File: src/rtl/rn52_pkg.sv
// Shared constants and state types for the RN52 command responder.
package rn52_pkg;

  localparam logic [7:0] CR = 8'h0D;

  // Byte 0 is transmitted first.
  localparam logic [3:0][7:0] AOK_BYTES = {8'h0D, 8'h4B, 8'h4F, 8'h41};
  localparam logic [3:0][7:0] ERR_BYTES = {8'h0D, 8'h52, 8'h52, 8'h45};

  typedef enum logic [1:0] {RX_IDLE, RX_START, RX_DATA, RX_STOP} rx_state_t;
  typedef enum logic {COLLECT, OVERFLOW} col_state_t;
  typedef enum logic {IDLE, SEND} tx_state_t;
  typedef enum logic {RESP_AOK, RESP_ERR} resp_kind_t;

  function automatic logic [7:0] resp_byte(resp_kind_t kind, logic [1:0] idx);
    return (kind == RESP_ERR) ? ERR_BYTES[idx] : AOK_BYTES[idx];
  endfunction

endpackage

File: src/rtl/rn52_responder_if.sv
// Serial lines and command status of the RN52 responder.
interface rn52_responder_if;
  logic       RX;
  logic       TX;
  logic       cmd_rdy;
  logic       cmd_err;
  logic [4:0] cmd_len;
  logic [7:0] cmd_first;

  modport slave  (input RX, output TX, cmd_rdy, cmd_err, cmd_len, cmd_first);
  modport master (output RX, input TX, cmd_rdy, cmd_err, cmd_len, cmd_first);
endinterface

File: src/rtl/rn52_uart_tx.sv
// 8N1 serial transmitter; a new byte can be loaded in the last clk of the
// current stop bit so consecutive bytes leave with no idle gap.
module rn52_uart_tx #(
  parameter int BAUD_DIV = 434
) (
  input  logic       clk,
  input  logic       rst_n,
  input  logic       start,
  input  logic [7:0] data,
  output logic       tx,
  output logic       busy,
  output logic       frame_end
);

  localparam int CW = $clog2(BAUD_DIV);
  localparam logic [CW-1:0] FULL_BIT = CW'(BAUD_DIV - 1);

  logic [CW-1:0] baud_cnt;
  logic [3:0]    bit_cnt;
  logic [8:0]    shreg;
  logic          load;

  // bit_cnt: 0 = start bit, 1..8 = data, 9 = stop bit
  assign frame_end = busy && (bit_cnt == 4'd9) && (baud_cnt == '0);
  assign load      = start && (!busy || frame_end);

  always_ff @(posedge clk or negedge rst_n) begin
    if (!rst_n) begin
      tx       <= 1'b1;
      busy     <= 1'b0;
      baud_cnt <= '0;
      bit_cnt  <= '0;
      shreg    <= '1;
    end else if (load) begin
      tx       <= 1'b0;
      busy     <= 1'b1;
      baud_cnt <= FULL_BIT;
      bit_cnt  <= '0;
      shreg    <= {1'b1, data};
    end else if (busy) begin
      if (baud_cnt != '0) begin
        baud_cnt <= baud_cnt - 1'b1;
      end else if (bit_cnt == 4'd9) begin
        busy <= 1'b0;
      end else begin
        tx       <= shreg[0];
        shreg    <= {1'b1, shreg[8:1]};
        bit_cnt  <= bit_cnt + 1'b1;
        baud_cnt <= FULL_BIT;
      end
    end
  end

endmodule

File: src/rtl/rn52_responder.sv
// RN52-style command responder: receives CR-terminated commands over UART
// and answers "AOK\r" or "ERR\r".
//   state     | meaning
//   RX_IDLE   | waiting for falling edge on RX
//   RX_START  | half-bit wait, start bit re-checked
//   RX_DATA   | sampling 8 data bits at bit centres
//   RX_STOP   | sampling stop bit, byte delivered
//   COLLECT   | counting command bytes
//   OVERFLOW  | command too long or framing error, waiting for CR
//   IDLE      | transmitter quiet
//   SEND      | response bytes being sent
module rn52_responder
  import rn52_pkg::*;
#(
  parameter int BAUD_DIV = 434,
  parameter int MAX_CMD  = 16
) (
  input  logic             clk,
  input  logic             rst_n,
  rn52_responder_if.slave  bus
);

  localparam int CW = $clog2(BAUD_DIV);
  localparam logic [CW-1:0] FULL_BIT = CW'(BAUD_DIV - 1);
  localparam logic [CW-1:0] HALF_BIT = CW'(BAUD_DIV / 2 - 1);
  localparam logic [4:0]    MAX_CNT  = 5'(MAX_CMD);

  logic          rx_s1, rx_s2, rx_d;
  rx_state_t     rx_state, rx_state_nxt;
  logic [CW-1:0] rx_cnt, rx_cnt_nxt;
  logic [2:0]    rx_bit, rx_bit_nxt;
  logic [7:0]    rx_sh, rx_sh_nxt;
  logic          rx_done, rx_ferr;

  col_state_t    col_state, col_state_nxt;
  logic [4:0]    cnt, cnt_nxt;
  logic [7:0]    first_stage, first_stage_nxt;
  logic [4:0]    cmd_len_q, len_nxt;
  logic [7:0]    cmd_first_q, first_nxt;
  logic          cmd_rdy_q, rdy_nxt;
  logic          cmd_err_q, err_nxt;

  tx_state_t     tx_state, tx_state_nxt;
  logic [2:0]    byte_idx, byte_idx_nxt;
  resp_kind_t    cur_kind, cur_kind_nxt;
  logic          pend_valid, pend_valid_nxt;
  resp_kind_t    pend_kind, pend_kind_nxt;
  logic          issue, issue_taken;
  resp_kind_t    issue_kind;
  logic          tx_start, tx_busy, tx_frame_end, tx_ready;
  logic [7:0]    tx_data;

  // Receiver
  always_ff @(posedge clk or negedge rst_n) begin
    if (!rst_n) begin
      rx_s1    <= 1'b1;
      rx_s2    <= 1'b1;
      rx_d     <= 1'b1;
      rx_state <= RX_IDLE;
      rx_cnt   <= '0;
      rx_bit   <= '0;
      rx_sh    <= '0;
    end else begin
      rx_s1    <= bus.RX;
      rx_s2    <= rx_s1;
      rx_d     <= rx_s2;
      rx_state <= rx_state_nxt;
      rx_cnt   <= rx_cnt_nxt;
      rx_bit   <= rx_bit_nxt;
      rx_sh    <= rx_sh_nxt;
    end
  end

  always_comb begin
    rx_state_nxt = rx_state;
    rx_cnt_nxt   = rx_cnt;
    rx_bit_nxt   = rx_bit;
    rx_sh_nxt    = rx_sh;
    rx_done      = 1'b0;
    rx_ferr      = 1'b0;
    if (rx_state != RX_IDLE && rx_cnt != '0) begin
      rx_cnt_nxt = rx_cnt - 1'b1;
    end else begin
      case (rx_state)
        RX_IDLE: begin
          if (rx_d && !rx_s2) begin
            rx_state_nxt = RX_START;
            rx_cnt_nxt   = HALF_BIT;
          end
        end
        RX_START: begin
          rx_cnt_nxt   = FULL_BIT;
          rx_bit_nxt   = '0;
          rx_state_nxt = rx_s2 ? RX_IDLE : RX_DATA;
        end
        RX_DATA: begin
          rx_cnt_nxt = FULL_BIT;
          rx_sh_nxt  = {rx_s2, rx_sh[7:1]};
          rx_bit_nxt = rx_bit + 1'b1;
          if (rx_bit == 3'd7) rx_state_nxt = RX_STOP;
        end
        RX_STOP: begin
          rx_done      = 1'b1;
          rx_ferr      = !rx_s2;
          rx_state_nxt = RX_IDLE;
        end
        default: rx_state_nxt = RX_IDLE;
      endcase
    end
  end

  // Collector; the first byte is staged so a rejected command leaves cmd_first alone
  always_ff @(posedge clk or negedge rst_n) begin
    if (!rst_n) begin
      col_state   <= COLLECT;
      cnt         <= '0;
      first_stage <= '0;
      cmd_len_q   <= '0;
      cmd_first_q <= '0;
      cmd_rdy_q   <= 1'b0;
      cmd_err_q   <= 1'b0;
    end else begin
      col_state   <= col_state_nxt;
      cnt         <= cnt_nxt;
      first_stage <= first_stage_nxt;
      cmd_len_q   <= len_nxt;
      cmd_first_q <= first_nxt;
      cmd_rdy_q   <= rdy_nxt;
      cmd_err_q   <= err_nxt;
    end
  end

  always_comb begin
    col_state_nxt   = col_state;
    cnt_nxt         = cnt;
    first_stage_nxt = first_stage;
    len_nxt         = cmd_len_q;
    first_nxt       = cmd_first_q;
    rdy_nxt         = 1'b0;
    err_nxt         = 1'b0;
    if (rx_done) begin
      if (rx_ferr) begin
        col_state_nxt = OVERFLOW;
      end else if (rx_sh == CR) begin
        cnt_nxt = '0;
        if (col_state == OVERFLOW) begin
          err_nxt       = 1'b1;
          col_state_nxt = COLLECT;
        end else if (cnt != '0) begin
          rdy_nxt   = 1'b1;
          len_nxt   = cnt;
          first_nxt = first_stage;
        end
      end else if (col_state == COLLECT) begin
        if (cnt >= MAX_CNT) begin
          col_state_nxt = OVERFLOW;
        end else begin
          cnt_nxt = cnt + 1'b1;
          if (cnt == '0) first_stage_nxt = rx_sh;
        end
      end
    end
  end

  // Response sequencer with a single pending slot
  assign issue      = cmd_rdy_q | cmd_err_q;
  assign issue_kind = cmd_err_q ? RESP_ERR : RESP_AOK;
  assign tx_ready   = !tx_busy || tx_frame_end;

  always_ff @(posedge clk or negedge rst_n) begin
    if (!rst_n) begin
      tx_state   <= IDLE;
      byte_idx   <= '0;
      cur_kind   <= RESP_AOK;
      pend_valid <= 1'b0;
      pend_kind  <= RESP_AOK;
    end else begin
      tx_state   <= tx_state_nxt;
      byte_idx   <= byte_idx_nxt;
      cur_kind   <= cur_kind_nxt;
      pend_valid <= pend_valid_nxt;
      pend_kind  <= pend_kind_nxt;
    end
  end

  always_comb begin
    tx_state_nxt   = tx_state;
    byte_idx_nxt   = byte_idx;
    cur_kind_nxt   = cur_kind;
    pend_valid_nxt = pend_valid;
    pend_kind_nxt  = pend_kind;
    tx_start       = 1'b0;
    tx_data        = resp_byte(cur_kind, byte_idx[1:0]);
    issue_taken    = 1'b0;
    case (tx_state)
      IDLE: begin
        if (issue) begin
          tx_start     = 1'b1;
          tx_data      = resp_byte(issue_kind, 2'd0);
          cur_kind_nxt = issue_kind;
          byte_idx_nxt = 3'd1;
          tx_state_nxt = SEND;
          issue_taken  = 1'b1;
        end
      end
      SEND: begin
        if (tx_ready) begin
          if (byte_idx != 3'd4) begin
            tx_start     = 1'b1;
            byte_idx_nxt = byte_idx + 3'd1;
          end else if (pend_valid) begin
            tx_start       = 1'b1;
            tx_data        = resp_byte(pend_kind, 2'd0);
            cur_kind_nxt   = pend_kind;
            byte_idx_nxt   = 3'd1;
            pend_valid_nxt = 1'b0;
          end else if (issue) begin
            tx_start     = 1'b1;
            tx_data      = resp_byte(issue_kind, 2'd0);
            cur_kind_nxt = issue_kind;
            byte_idx_nxt = 3'd1;
            issue_taken  = 1'b1;
          end else begin
            tx_state_nxt = IDLE;
          end
        end
      end
      default: tx_state_nxt = IDLE;
    endcase
    // A response that finds the pending slot occupied is dropped
    if (issue && !issue_taken && !pend_valid_nxt) begin
      pend_valid_nxt = 1'b1;
      pend_kind_nxt  = issue_kind;
    end
  end

  rn52_uart_tx #(.BAUD_DIV(BAUD_DIV)) u_tx (
    .clk       (clk),
    .rst_n     (rst_n),
    .start     (tx_start),
    .data      (tx_data),
    .tx        (bus.TX),
    .busy      (tx_busy),
    .frame_end (tx_frame_end)
  );

  assign bus.cmd_rdy   = cmd_rdy_q;
  assign bus.cmd_err   = cmd_err_q;
  assign bus.cmd_len   = cmd_len_q;
  assign bus.cmd_first = cmd_first_q;

endmodule

File: src/flat_wrapper.sv
// flat-port wrapper written by rule: the top's interface ports become plain ports
module rn52_responder_flat import rn52_pkg::*;
#(
  parameter int BAUD_DIV = 434,
  parameter int MAX_CMD  = 16
)
  (clk, rst_n, bus_RX, bus_TX, bus_cmd_rdy, bus_cmd_err, bus_cmd_len, bus_cmd_first);
  rn52_responder_if bus_i ();
  input  logic clk;
  input  logic rst_n;
  input wire logic [$bits(bus_i.RX)-1:0] bus_RX;
  output wire logic [$bits(bus_i.TX)-1:0] bus_TX;
  output wire logic [$bits(bus_i.cmd_rdy)-1:0] bus_cmd_rdy;
  output wire logic [$bits(bus_i.cmd_err)-1:0] bus_cmd_err;
  output wire logic [$bits(bus_i.cmd_len)-1:0] bus_cmd_len;
  output wire logic [$bits(bus_i.cmd_first)-1:0] bus_cmd_first;
  assign bus_i.RX = bus_RX;
  assign bus_TX = bus_i.TX;
  assign bus_cmd_rdy = bus_i.cmd_rdy;
  assign bus_cmd_err = bus_i.cmd_err;
  assign bus_cmd_len = bus_i.cmd_len;
  assign bus_cmd_first = bus_i.cmd_first;
  rn52_responder #(.BAUD_DIV(BAUD_DIV), .MAX_CMD(MAX_CMD)) u_core (.clk(clk), .rst_n(rst_n), .bus(bus_i));
endmodule
File: config.mk
export PLATFORM = sky130hd
export DESIGN_NAME = rn52_responder_flat
export DESIGN_NICKNAME = d
export VERILOG_FILES = /design/src/rtl/rn52_pkg.sv /design/src/rtl/rn52_responder_if.sv /design/src/rtl/rn52_uart_tx.sv /design/src/rtl/rn52_responder.sv /design/src/flat_wrapper.sv
export SDC_FILE = /design/constraint.sdc
export NUM_CORES = 1
export LEC_CHECK = 0
export ABC_AREA = 1
export CAP_MARGIN = 20
export CORE_UTILIZATION = 60
export CTS_CLUSTER_SIZE = 28
export DETAILED_ROUTE_END_ITERATION = 7
export PLACE_DENSITY = 0.76
export SYNTH_ARGS = -nofsm -noshare
export SYNTH_HDL_FRONTEND = slang
export SYNTH_SLANG_ARGS = --single-unit
File: constraint.sdc
create_clock -name clk -period 2.3 [get_ports clk]
set_clock_uncertainty 0.2 [all_clocks]
set_input_delay 0.46 -clock clk [delete_from_list [all_inputs] [get_ports clk]]
set_output_delay 0.46 -clock clk [all_outputs]
set_load 0.01 [all_outputs]
# Word level (Yosys, flattened, before mapping)
# Index checks and enable logic that the tools add are counted.
op_classes:
  magnitude_cmp: 2
  bitwise_logic: 7
  eq_ne: 17
  muxes: 86
  n_addsub: 6
  reduce_logical: 33
ops:
  columns: ["cell", "n"]
  rows:
  - ["9-bit two-way mux", 10]
  - ["8-bit two-way mux", 7]
  - ["1-bit two-way mux", 42]
  - ["8-bit binary-select mux with 2-bit select", 2]
  - ["3-bit two-way mux", 6]
  - ["9-bit case mux with 2 select lines", 1]
  - ["9-bit nonzero test", 2]
  - ["9-bit by 1-bit subtractor with 9-bit output (second input constant)", 2]
  - ["4-bit two-way mux", 4]
  - ["8-bit case mux with 2 select lines", 1]
  - ["5-bit two-way mux", 3]
  - ["3-bit case mux with 2 select lines", 2]
  - ["2-bit != test (second input constant)", 5]
  - ["2-bit AND reduction", 5]
  - ["9-bit zero test", 1]
  - ["8-bit by 4-bit == test with 1-bit output (second input constant)", 1]
  - ["1-bit case mux with 2 select lines", 4]
  - ["2-bit case mux with 4 select lines", 1]
  - ["1-bit logical AND", 7]
  - ["3-bit by 1-bit adder with 3-bit output (second input constant)", 2]
  - ["2-bit two-way mux", 3]
  - ["2-bit by 1-bit != test with 1-bit output (second input constant)", 3]
  - ["1-bit NOT", 6]
  - ["3-bit AND reduction", 2]
  - ["23 further kinds", 29]
totals:
  input_bits: 3
  register_bits: 85

# Logic depth before layout (Yosys ltp)
depth:
  ltp_word: 10
  ltp_mapped: 13

# Modules after synthesis
# Synthesis repeated with hierarchy kept, for this count alone.
unflattened:
  cells_unflattened: 576
  area_unflattened_um2: 4528.1
modules_own_cells:
  columns: ["module", "area_each_um2", "cells_per_inst", "n_inst", "seq_area_each_um2"]
  rows:
  - ["rn52_responder", 3126.7, 381, 1, 1530.2]
  - ["rn52_uart_tx", 1401.3, 195, 1, 586.8]

# Worst setup path after synthesis
# OpenSTA, ideal clock, no wires.
synth_path:
  kind: "register to register"
  startpoint: "register u_core.byte_idx[0]"
  endpoint: "register u_core.u_tx.baud_cnt[6]"
  t_arrival_ps: 1553
  path_slack_ps: 425
  n_path_buf: 1
  required_ps: 1978
  stages_incl_launch_ff: 14
  path_cell_list: "dfrtp_1 inv_1 ha_1 nand2_1 inv_1 nor2_2 inv_1 nand3_2 nand2_4 nand2_4 inv_2 buf_6 nand2_1 nor2_1"
synth_between:
  elab_chain_len: 7
  elab_cells_between_ends: 9
  classes_between: "eq/ne: 2; mux: 4; reduce/logical: 3"
synth_lines:
  columns: ["element", "line_no", "text"]
  rows:
  - ["from (decl)", "rn52_responder.sv:44", "logic [2:0] byte_idx, byte_idx_nxt;"]
  - ["from (signal assigned)", "rn52_responder.sv:179", "byte_idx <= byte_idx_nxt;"]
  - ["3-bit != test (*)", "rn52_responder.sv:208", "if (byte_idx != 3'd4) begin"]
  - ["1-bit two-way mux (*)", "rn52_responder.sv:208", null]
  - ["1-bit two-way mux (*)", "rn52_responder.sv:207", "if (tx_ready) begin"]
  - ["1-bit case mux with 2 select lines (*)", "rn52_responder.sv:195", "case (tx_state)"]
  - ["1-bit logical AND (*)", "rn52_uart_tx.sv:25", "assign load = start && (!busy || frame_end);"]
  - ["3-bit by 2-bit != test with 1-bit output (no line) / 2-bit nonzero test (equally long branches)", null, null]
  - ["2-bit AND reduction (no line)", null, null]
  - ["to (signal assigned)", "rn52_uart_tx.sv:42", "baud_cnt <= baud_cnt - 1'b1;"]
  - ["to (decl)", "rn52_uart_tx.sv:18", "logic [CW-1:0] baud_cnt;"]
# Every way passes the cells marked *; elsewhere a longest branch is shown, timed or not.
# A chain may end at the register's enable or synchronous reset.

# Worst setup path in the final report
layout_path:
  startpoint: "register u_core.rx_state[0]"
  endpoint: "register u_core.first_stage[7]"
layout_between:
  elab_chain_len: 5
  elab_cells_between_ends: 9
  classes_between: "eq/ne: 1; mux: 4; bitwise: 1; reduce/logical: 3"
layout_lines:
  columns: ["element", "line_no", "text"]
  rows:
  - ["from (decl)", "rn52_responder.sv:29", "rx_state_t rx_state, rx_state_nxt;"]
  - ["from (signal assigned)", "rn52_responder.sv:67", "rx_state <= rx_state_nxt;"]
  - ["2-bit == test / 2-bit nonzero test (equally long branches)", "rn52_responder.sv:84, rn52_responder.sv:81", null]
  - ["1-bit two-way mux / 1-bit logical AND (equally long branches)", "rn52_responder.sv:84, rn52_responder.sv:81", null]
  - ["1-bit two-way mux", "rn52_responder.sv:81", "if (rx_state != RX_IDLE && rx_cnt != '0) begin"]
  - ["1-bit NOT (no line)", null, null]
  - ["6-bit AND reduction (no line) (*)", null, null]
  - ["to (signal assigned)", "rn52_responder.sv:125", "first_stage <= first_stage_nxt;"]
  - ["to (decl)", "rn52_responder.sv:37", "logic [7:0] first_stage, first_stage_nxt;"]
# Marks and branches as above.

==> results <==
-- worst max-delay path by stage --
stage / start / endpoint / cells past startpoint
2_1_floorplan: u_core.byte_idx[0] / u_core.u_tx.baud_cnt[6] / 13
3_3_place_gp: u_core.u_tx.baud_cnt[0] / u_core.u_tx.baud_cnt[0] / 11
3_5_place_dp: u_core.u_tx.baud_cnt[0] / u_core.u_tx.baud_cnt[0] / 11
4_1_cts: u_core.rx_state[0] / u_core.rx_sh[6] / 8
5_1_grt: u_core.byte_idx[0] / u_core.u_tx.shreg[4] / 13
6_report: u_core.rx_state[0] / u_core.first_stage[7] / 10
-- worst reg2reg max path: cells and delay by family, from the launching register on --
family / cells / cell delay (ns)
flip-flops: 1 / 0.39
adder cells (fa/ha/maj): 1 / 0.22
buffers and inverters: 3 / 0.30
AND/OR/NAND/NOR: 4 / 0.41
AO/OA/AOI/OAI: 2 / 0.50
-- through the flow --
| step | hold WS [ns] | util (%) | total power, W | cells |
|---|---|---|---|---|
| after CTS | 0.163 | 68.9 | 0.00376 | 594 |
| after global routing | 0.171 | 69.1 | 0.00401 | 594 |
| after global placement | 0.147 | 65.8 | 0.00264 | 577 |
| after floorplan | -0.0356 | - | 0.00245 | 480 |
| final | 0.162 | 69.1 | 0.00376 | 594 |
| after detailed placement | 0.152 | 65.8 | 0.00268 | 577 |
-- final cells by class --
class / count / share of cell area (%)
timing repair buffer: 23 / 4.93
clock buffer: 10 / 2.73
sequential: 84 / 45.3
tap: 80 / 2.14
clock inverter: 6 / 1.53
multi-input combinational: 320 / 37.5
inverter: 71 / 5.84
-- layout by cell type (no fill, tap or decap), drive strengths merged --
cell type / instances
a22oi: 1
nand4: 5
o21ai: 52
nand2: 117
inv: 73
o32ai: 1
clkinvlp: 3
o22ai: 6
ha: 17
clkdlybuf4s50: 17
and3: 1
nor4: 2
dfrtp: 72
a21oi: 15
buf: 5
xnor2: 3
nand3b: 1
o211ai: 2
nor2: 30
dlygate4sd3: 1
a211oi: 1
o21bai: 1
nand3: 50
bufinv: 1
or3: 1
dfstp: 12
o31ai: 1
clkbuf: 10
xor2: 7
nor3: 6
-- where the power goes --
group          internal, W  switching, W  total, W
clock network     0.000514      0.000559   0.00107
logic             0.000307      0.000584  0.000891
registers          0.00165      0.000145   0.00179
total              0.00247       0.00129   0.00376
-- registers in the layout (all words and copies together), names as in the netlist, 3 cells and up, named ones only --
register and flops:
u_core.bus.cmd_len 5, u_core.bus.cmd_first 8, u_core.u_tx.bit_cnt 4, u_core.cnt 5, u_core.rx_bit 3, u_core.u_tx.baud_cnt 9
u_core.u_tx.shreg 8, u_core.rx_sh 8, u_core.byte_idx 3, u_core.first_stage 8, u_core.rx_cnt 9
-- cell families after synthesis --
logic type / after synthesis / synth area share [%]
simple gates: 213 / 24.0
flops: 84 / 50.8
compound gates: 80 / 10.6
buf+inv: 76 / 7.44
fa+ha+maj: 17 / 5.10
xor+xnor: 10 / 2.10
-- routing by layer --
layer	wire (um)	share of wire, %	vias to the layer above	global-route usage, %
li1	-	-	1622	-
met1	3620	46	1523	31.0
met2	3990	50	52	41.9
met3	236	3.0	6	3.99
met4	53	0.67	0	9.85
met5	0	0	-	0
-- timing repair --
item / 4_1_cts / 5_1_grt
endpoints found under the setup margin: 0 / 10
endpoints found under the hold margin: 23 / 0
hold buffers: 1 / 0
resized for setup: 0 / 6
==> summary.txt <==
GRT
  – Initial antenna violation count: 0
  – Largest net degree at the start of global routing: 59
  – Grt total ovfl: 0
  – Vias in the first global route: 3193
  – Global-route wire length before repair: 14.1 mm
  – Tot GR Track Use: 24.4%

Die
  – Core area: 6760 um^2
  – Die X: 85.4 um
  – Core Rows: 30
  – Boundary Pins: 19
  – Initial Util: 61.7%
  – Full die area: 7290 um^2
  – Die height: 85.4 um

Pwr
  – Pwr/cell area: 805 nW/um^2
  – Peak supply drop: 0.000590 V
  – P_leak: 2.29 nW

Logic synthesis
  – Synth Warn #: 0
  – Synth Area per Inst: 8.69 um^2
  – Mapped Cells: 480
  – Synth cell count leaders: nand2_1, dfrtp_1, inv_1
  – Synth area leaders: dfrtp_1, nand2_1, dfstp_2, inv_1, nand3_1
  – #FFs+latches synth: 84
  – Mapped Area: 4170 um^2
  – Library cells used by synthesis: 38
  – Number of synthesized flops with an enable pin: 0
  – Area leader, netlist: dfrtp_1
  – Most frequent cell after synthesis: nand2_1
  – Async S/R FF share, synth: 100%
  – Top_reg_cell synth: dfrtp_1
  – Synth top area share: 43.2%
  – Register area share after synthesis: 50.8%
  – Syn Nets: 500

Cells and area
  – Inserted Diodes: 0
  – Cell area after layout: 4670 um^2
  – Share of layout cells above drive strength 1: 11.7%
  – Area occupied by multi-input gates: 1750 um^2
  – Post-layout nets: 529
  – Filler cell count: 537
  – Storage element area: 2120 um^2
  – Area Overhead vs Synth: 12.0%

Clocking
  – Clock transition at path regs: 0.08 ns
  – Clock tree buffer depth: 2
  – TritonCTS buffer count: 9
  – Clock Latency Late Sink: 0.36 ns
  – CTS tree: yes
  – H-tree levels: 3
  – Postcts setup bufs: 0
  – Clock Sinks: 84
  – CTS root buffer: clkbuf_8

Timing
  – Worst slew pin tran: 0.488 ns
  – # setup viols final: 0
  – Slew Viols, Final: 0
  – Slew HR: 67.5%
  – Final WS setup: 0.189 ns
  – RSZ-0062 raised after global routing: false
  – Min cycle time layout: 2.11 ns
  – Final Hold Violating Endpoints: 0
  – Setup Total Neg Slack: 0 ns
  – Period utilisation layout: 91.8%
  – Fmax: 0.474 GHz

Route
  – Remaining DRCs: 0
  – Drt pass-1 iters: 4
  – Starting DRT DRC Count: 166
  – ANT nets after route: 0
  – Routed len/inst: 13.3 um
  – Total wire length: 7.90 mm
  – Vias per cell: 5.39
  – Vias: 3203

Status
  – Status: completed

Critical path
  – Critical Path Sink Type: register
  – Crit-path cells: inv_1 > ha_1 > inv_1 > o21ai_4 > nand2_4 > inv_2 > a21oi_2 > nand2_4 > nand2_1 > nand2_1
  – Worst r2r dst: u_core.first_stage[7]
  – WS Path Type: register to register
  – FF-to-FF setup slack: 0.19 ns
  – Crit-path max FO: 10
  – Slowest-stage cell, CP: a21oi_2
  – Cell family with most CP delay: compound AO/OA/AOI/OAI gates
  – Reg2Reg Depth: 10
  – Crit path largest cell delay: 0.42 ns
  – Buf/Inv on CP: 3
  – Reg-to-reg startpoint: u_core.rx_state[0]
  – CP Launch Type: register
  – WP data arrival: 2.16 ns
  – Req. time, crit path: 2.35 ns

Place
  – Routability cong.: 0.887
  – Pre-CTS setup slack: 0.171 ns
  – Buffers on Ports: 18
  – Post-DP HPWL: 5.62 mm
  – Placement Cell Area: 4450 um^2

Min path
  – Worst Hold Launch: u_core.rx_s1
  – Min-Delay Endpoint: u_core.rx_s2
  – Hold Path Depth: 0
  – Worst Hold Class: register to register

Flow run
  – Max Cap Violations: 0
Note: power is estimated with default switching activity, not from simulation.
